===== src/rtl/multi_digit_bcd_counter.sv =====
// multi_digit_bcd_counter
//   N-digit decimal up/down counter with per-digit active-low 7-segment outputs.
//   Supports synchronous clear, clamped load, saturation and same-cycle carry/borrow
//   so several counters can be cascaded by wiring carryout/borrowout into the next en.
//   Optional feature macro: HEX_LEADING_ZERO_BLANK_EN
//     defined   -> leading zero digits above the most significant nonzero digit are blanked
//     undefined -> every digit is always displayed
module multi_digit_bcd_counter #(
    parameter int NUM_DIGITS = 2
) (
    input  logic                      clk,
    input  logic                      reset,
    input  logic                      en,
    input  logic                      up,
    input  logic                      sat,
    input  logic                      clear,
    input  logic                      load,
    input  logic [4*NUM_DIGITS-1:0]   load_val,
    output logic [4*NUM_DIGITS-1:0]   bcd_out,
    output logic [7*NUM_DIGITS-1:0]   hex_out,
    output logic                      carryout,
    output logic                      borrowout,
    output logic                      at_max,
    output logic                      at_zero
);

    localparam int W = 4 * NUM_DIGITS;

    logic [W-1:0]          r_digits;
    logic [W-1:0]          w_nextDigits;
    logic [W-1:0]          w_loadDigits;
    logic                  w_allNine;
    logic                  w_allZero;
    logic [NUM_DIGITS-1:0] w_blank;
`ifdef HEX_LEADING_ZERO_BLANK_EN
    logic                  w_higherZero;
`endif

    // Ripple one BCD step through all digits: a digit that rolls over passes the step upward.
    function automatic logic [W-1:0] bcdStep(input logic [W-1:0] v, input logic dirUp);
        logic [W-1:0] res;
        logic         ripple;
        res    = v;
        ripple = 1'b1;
        for (int i = 0; i < NUM_DIGITS; i++) begin
            if (ripple) begin
                if (dirUp) begin
                    if (v[4*i +: 4] >= 4'd9) begin
                        res[4*i +: 4] = 4'd0;
                    end else begin
                        res[4*i +: 4] = v[4*i +: 4] + 4'd1;
                        ripple        = 1'b0;
                    end
                end else begin
                    if (v[4*i +: 4] == 4'd0) begin
                        res[4*i +: 4] = 4'd9;
                    end else begin
                        res[4*i +: 4] = v[4*i +: 4] - 4'd1;
                        ripple        = 1'b0;
                    end
                end
            end
        end
        return res;
    endfunction

    // Active-low {g,f,e,d,c,b,a}; anything outside 0..9 is shown blank.
    function automatic logic [6:0] segDecode(input logic [3:0] d);
        logic [6:0] seg;
        case (d)
            4'd0:    seg = 7'b1000000;
            4'd1:    seg = 7'b1111001;
            4'd2:    seg = 7'b0100100;
            4'd3:    seg = 7'b0110000;
            4'd4:    seg = 7'b0011001;
            4'd5:    seg = 7'b0010010;
            4'd6:    seg = 7'b0000010;
            4'd7:    seg = 7'b1111000;
            4'd8:    seg = 7'b0000000;
            4'd9:    seg = 7'b0010000;
            default: seg = 7'b1111111;
        endcase
        return seg;
    endfunction

    // Detect the all-9s and all-0s boundaries used for wrap, saturation and status flags.
    always_comb begin
        w_allNine = 1'b1;
        w_allZero = 1'b1;
        for (int i = 0; i < NUM_DIGITS; i++) begin
            if (r_digits[4*i +: 4] != 4'd9) w_allNine = 1'b0;
            if (r_digits[4*i +: 4] != 4'd0) w_allZero = 1'b0;
        end
    end

    // Clamp each load nibble to 9 so the registers never hold an illegal BCD code.
    always_comb begin
        w_loadDigits = load_val;
        for (int i = 0; i < NUM_DIGITS; i++) begin
            if (load_val[4*i +: 4] > 4'd9) w_loadDigits[4*i +: 4] = 4'd9;
        end
    end

    // Next count with priority clear > load > en; saturation holds at the boundary.
    always_comb begin
        w_nextDigits = r_digits;
        if (clear) begin
            w_nextDigits = '0;
        end else if (load) begin
            w_nextDigits = w_loadDigits;
        end else if (en) begin
            if (up) begin
                if (!(sat && w_allNine)) w_nextDigits = bcdStep(r_digits, 1'b1);
            end else begin
                if (!(sat && w_allZero)) w_nextDigits = bcdStep(r_digits, 1'b0);
            end
        end
    end

    // Digit registers; reset has top priority.
    always_ff @(posedge clk) begin
        if (reset) r_digits <= '0;
        else       r_digits <= w_nextDigits;
    end

    // Work out which digits are suppressed on the display.
    always_comb begin
        w_blank = '0;
`ifdef HEX_LEADING_ZERO_BLANK_EN
        w_higherZero = 1'b1;
        for (int i = NUM_DIGITS - 1; i >= 1; i--) begin
            if (w_higherZero && (r_digits[4*i +: 4] == 4'd0)) w_blank[i] = 1'b1;
            else                                              w_higherZero = 1'b0;
        end
`endif
    end

    // Segment drive per digit, blanked where requested.
    always_comb begin
        hex_out = '1;
        for (int i = 0; i < NUM_DIGITS; i++) begin
            hex_out[7*i +: 7] = w_blank[i] ? 7'b1111111 : segDecode(r_digits[4*i +: 4]);
        end
    end

    // Status and cascade flags; wraps are only flagged when the step really happens.
    always_comb begin
        bcd_out   = r_digits;
        at_max    = w_allNine;
        at_zero   = w_allZero;
        carryout  = en &  up & w_allNine & ~sat & ~clear & ~load & ~reset;
        borrowout = en & ~up & w_allZero & ~sat & ~clear & ~load & ~reset;
    end

endmodule


===== config.mk =====
export PLATFORM = sky130hd
export DESIGN_NAME = multi_digit_bcd_counter
export DESIGN_NICKNAME = d
export VERILOG_FILES = /design/src/rtl/multi_digit_bcd_counter.sv
export SDC_FILE = /design/constraint.sdc
export NUM_CORES = 1
export LEC_CHECK = 0
export BUFFER_PORTS_ARGS = -buffer_cell sky130_fd_sc_hd__buf_2
export CAP_MARGIN = 5
export CORE_MARGIN = 2
export CORE_UTILIZATION = 58
export DETAILED_ROUTE_END_ITERATION = 10
export HOLD_SLACK_MARGIN = 0.02
export PLACE_DENSITY = 0.85
export SYNTH_ARGS = -nofsm -noshare
export SYNTH_HDL_FRONTEND = slang
export SYNTH_SLANG_ARGS = --single-unit

===== constraint.sdc =====
create_clock -name clk -period 8.4 [get_ports clk]
set_input_delay 0 -clock clk [delete_from_list [all_inputs] [get_ports clk]]
set_output_delay 0 -clock clk [all_outputs]
set_load 0.1 [all_outputs]

# == Yosys cells after proc, flatten, opt, wreduce, memory -nomap -nowiden ==
# Memory sizes are Yosys's and may differ from the RTL's. A register that Yosys moved wholly into a read port is not among the register bits.
# Index checks and enable logic that the tools add are counted.
# classes
add_sub_neg,4
magnitude_cmp,4
n_eq_ne,5
n_mux,33
n_bitwise,17
reduce_logical,11
# op_table
op,n
4-bit 2-to-1 mux,12
8-bit 2-to-1 mux,5
1-bit 2-to-1 mux,16
1-bit AND,12
4-bit by 1-bit adder with 4-bit output (second input constant),2
4-bit >= comparator (second input constant),2
4-bit > comparator (second input constant),2
4-bit logical NOT,2
4-bit inequality test (second input constant),2
4-bit nonzero test,2
4-bit by 1-bit subtractor with 4-bit output (second input constant),2
3-bit inequality test (second input constant),2
1-bit inverter,5
5-bit AND reduction,1
3-bit by 1-bit inequality test with 1-bit output (second input constant),1
3-bit AND reduction,1
3-bit nonzero test,1
1-bit logical AND,2
2-bit nonzero test,1
2-bit OR reduction,1
# word_totals
reg_bits,8
mem_bits_ro,224
inputBits,15
out_inout_bits,26
wordCells,78
mem_count,2
# mem_list
name,words,word_bits,rd,rd_clocked_by_memory_dff,wr,line,source
(no name shown),16,7,1,1,0,70,case (d)
(no name shown),16,7,1,1,0,70,

# == Depth between registers and ports, before layout ==
# logic_depth
word_depth,16
depth_mapped,13
mapped_depth_nobuf,12

# == Worst setup path before layout ==
# OpenSTA, ideal clock, no wires.
# synth_timing
path_kind,reg-to-output
startpoint,"register r_digits[7], in the netlist bcd_out[7]"
endpoint,output carryout
arrival_time_ns,5.505
t_required_ns,8.400
slack_ns,2.895
path_stages_with_launch,5
n_path_buf,1
cell_sequence,dfxtp_1 > buf_2 > and4bb_1 > and3_1 > nor4b_1
# synth_between
elab_chain_cells,7
# synth_lines
item,line,source
"start, declared",29,logic [W-1:0] r_digits;
"start signal, assigned",123,else r_digits <= w_nextDigits;
4-bit inequality test,91,if (r_digits[4*i +: 4] != 4'd9) w_allNine = 1'b0;
1-bit 2-to-1 mux,91,
named net at_max,23,"output logic at_max,"
1-bit AND (5 in a row),151,carryout = en & up & w_allNine & ~sat & ~clear & ~load & ~reset;
"end, declared",21,"output logic carryout,"
# The timed path passes the listed nets, and every way through them passes these cells.

# == Worst setup path after layout ==
# layout_timing
startpoint,"register r_digits[4], in the netlist bcd_out[4]"
endpoint,"register, netlist name hex_out[3]"
# layout_between
elab_chain_cells,7
elab_cells_between_ends,11
classes_between,3 x eq/ne; 4 x mux; 4 x reduce/logical
# layout_lines
item,line
4-bit inequality test / 4-bit nonzero test (equally long branches),"91, 92"
1-bit 2-to-1 mux (on tied branches),"91, 92"
1-bit logical AND (on tied branches),"113, 115"
3-bit inequality test (no source line),--
3-bit AND reduction (no source line) (*),--
4-bit 2-to-1 mux (no source line) (*) (2 in a row),--
# Every way passes the cells marked *; elsewhere a longest branch is shown, timed or not.
# A chain may end at the register's enable or synchronous reset.

==> results.md <==
* Largest net degree at the start of global routing at 19
* Ranking of synthesized cells by area: dfxtp_1 (25%), ha_1 (11%), a21oi_1 (4.7%)
* Register area share after synthesis at 0.245
* Post-Syn Nets at 240
* Cts bufs inserted at 3
* Htree depth at 1
* Post-DP HPWL at ~2900 µm
* Core area at roughly 3000 µm²
* Syn Std Cell Area at 1800 µm²
* Psw at 0.000161 W
* Remaining global-route overflow at 0
* TNS Setup at 0 ns
* Met1 Resource Use GR at 0.314
* Ant diodes at 0
* Synth Register Bits at 22
* Asr flop ratio synth at 0
* TritonCTS Sinks at 22
* Core Rows at 20
* Setup Skew at 0.00783 ns
* First-pass GRT wire length at about 6500 µm
* CTS Hold Buffers Added at 0
* Slowest stage delay, CP at approximately 0.52 ns
* Slew Limit Fails at 0
* Final WS setup at 5.17 ns
* Critical-path cell list: inv_1, ha_1, nor3b_2, and4_1, or3b_1, a311o_1, a21oi_1, inv_1, ha_1, nand2_1, o21ai_0, a21oi_1
* Place WS at 5.23 ns
* Clock tree buffer depth at 2
* First-pass DRT Iterations at 4
* CTS Root Cell: clkbuf_4
* Worst-path fanout max at 9
* Sequential Power Share at 0.334
* Reg2reg setup slack at 5.17 ns
* Die footprint at approximately 3600 µm²
* Max Cap Viol at 0
* Non-Filler Instances at 274
* CTS tree: done
* Critical path's slowest cell: dfxtp_1
* Io pins at between 40 and 50
* Die width at 59.6 µm
* Starting Density at 0.598
* Max frequency at between 300 and 400 MHz
* Critical Path RT at slightly below 9 ns
* Vias per inst at 5.95
* Post-Synthesis Cells at 209
* Vias in the first global route at 1478
* Global Route met3 Usage at 0.0328
* WS Path Type: register to register
* Clk_lat worst skew at 0.30 ns
* RSZ-0062 raised after global routing: false
* Crit. End Element: register
* CTS clock-pin slew for the worst setup and hold paths at 0.12 ns
* Average cell area after synthesis at 8.59 µm²
* Crit path DAT at 3.48 ns
* Port-buffer cells at 40
* Grt peak-use layer: met2
* Hold Crit Class: input port to register
* Post-CTS Setup Bufs at 0
* Share of the synthesized area in the top cell type at 0.245
* Commonest non-fill, non-tap cell in the layout: buf_2
* Die height at 59.6 µm
* Hold Fails Final Rpt at 0
* PostCTS Resize Cnt at 0
* Slew @ Worst Pin at 0.828 ns
* Initial antenna violation count at 0
* Reg2Reg Depth at 12
* Distinct cells, synth at 65
* Ys flop type: dfxtp_1
* Reg2Reg Capture Point: hex_out[3]
* Gpl congestion at 0.883
* Worst R2R Start: bcd_out[4]
* Setup crit start kind: register
* GRT Util Overall at 0.236
* Vias at around 1600
* Avg WL per Cell at 14.6 µm
* Layout area overhead at 12.2%
* Final min period at roughly 3.2 ns
* # setup viols final at 0
* PD cells at 180 nW/µm²
* Drt drc at 0
* Cell Area, Placed at 1960 µm²
* Most frequent cells in the layout: buf_2 (40), dfxtp_1 (22), inv_1 (21), a21oi_1 (17), ha_1 (16)
* Comb pwr share at 0.445
* Drt initial violations at 99
* Critical path origin: bcd_out[4]
* Total Routed Length at 4010 µm
* Outcome: finished, final reports clean
* Share of cells above drive strength 1 at 0.278
* Final Instance Area at 2010 µm²
* Crit share post-route at 0.384
* Net Sw Frac at 0.445
* Synth area leader: dfxtp_1
* VDD IR-drop max at around 0.16 mV
* Slew headroom at 0.448
* Synth warn at 0
* Clock power share at 0.221
* Post-synth EDFFs at 0
* Static leakage at 0.973 nW
* Worst setup path endpoint: hex_out[3]
* P_int at 0.000201 W
* Cells after DPL at 270
* Met2 usage at 0.380
* Antenna-violating nets left at 0
* Net count, final at 273
==> power by group through the flow <==
| stage | Sequential, W | Combinational, W | Clock, W |
|---|---|---|---|
| 3_3_place_gp | 0.000123 | 0.000159 | 0 |
| 6_report | 0.000121 | 0.000161 | 0.0000798 |
| 2_1_floorplan | 0.000192 | 0.0000687 | 0 |
| 4_1_cts | 0.000121 | 0.000161 | 0.0000814 |
| 3_5_place_dp | 0.000123 | 0.000160 | 0 |
| 5_1_grt | 0.000122 | 0.000170 | 0.0000851 |
==> how the worst min path moves through the flow <==
stage | from | end | slack [ns] | depth (start not counted)
6_report | load_val[0] | bcd_out[0] | 0.11 | 4
3_5_place_dp | load_val[0] | bcd_out[0] | 0.44 | 4
3_3_place_gp | load_val[0] | bcd_out[0] | 0.45 | 4
4_1_cts | load_val[0] | bcd_out[0] | 0.11 | 4
5_1_grt | load_val[0] | bcd_out[0] | 0.12 | 4
2_1_floorplan | reset | hex_out[11] | 0.27 | 3
==> cells in the mapped netlist, types with 2 or more instances <==
library cell,instances
buf_2,3
nand2b_1,4
nor4b_1,4
nand3b_1,2
and3_1,4
a41oi_1,2
a21o_1,2
or2_2,2
o21bai_1,2
a31oi_1,5
nor4_1,2
or3b_1,2
ha_1,16
o21ai_0,9
dfxtp_1,22
or3_1,2
buf_6,2
o22ai_1,3
buf_4,3
mux2i_1,8
nand4_1,2
nor2_1,11
nor4b_4,2
a21oi_2,4
clkbuf_1,3
a21oi_1,17
nand2_1,8
nor3_1,5
a311oi_1,2
inv_1,21
==> through the flow <==
step	total power (W)	util	hold WS, ns
3_5_place_dp	0.000283	0.653	0.442
2_1_floorplan	0.000261	-	0.269
4_1_cts	0.000363	0.671	0.107
5_1_grt	0.000377	0.671	0.123
3_3_place_gp	0.000282	0.653	0.452
6_report	0.000362	0.671	0.112
==> flip-flops by register name, summed over array words and instances, names as in the netlist <==
register	count
bcd_out	8
hex_out	14
==> cell families (layout without fill, tap and decap cells) <==
logic type,after synthesis,count (layout),synth area share
AOI/OAI and AO/OA,59,59,0.229
xor gates and xnor gates,1,1,0.00488
adders and majority gates,16,16,0.111
buffers and inverters,35,67,0.0906
and+or+nand+nor,67,67,0.262
DFF,22,22,0.245
muxes,9,9,0.0571
==> worst max-delay path, delay by kind of cell, from the launching register on <==
family / cells / cell delay, ns
DFF: 1 / 0.52
and+or+nand+nor: 4 / 1.04
AOI/OAI and AO/OA: 4 / 0.80
buffers and inverters: 2 / 0.23
adders and majority gates: 2 / 0.59
==> metal layers <==
| layer | up-vias | share of wire |
|---|---|---|
| li1 | 822 | - |
| met2 | 46 | 0.48 |
| met4 | 0 | 0.012 |
| met5 | - | 0 |
| met3 | 4 | 0.040 |
| met1 | 758 | 0.47 |
==> final cells by class <==
cell class | instances | area, µm²
clock buffers | 3 | 22.5
clock inverters | 1 | 30.0
fillers | 261 | 988
inverters | 23 | 87.6
multi-input cells | 152 | 1190
flip-flops and latches | 22 | 440
well taps | 33 | 41.3
repair buffers | 40 | 200
No activity file was read; power rests on OpenSTA's default activity.
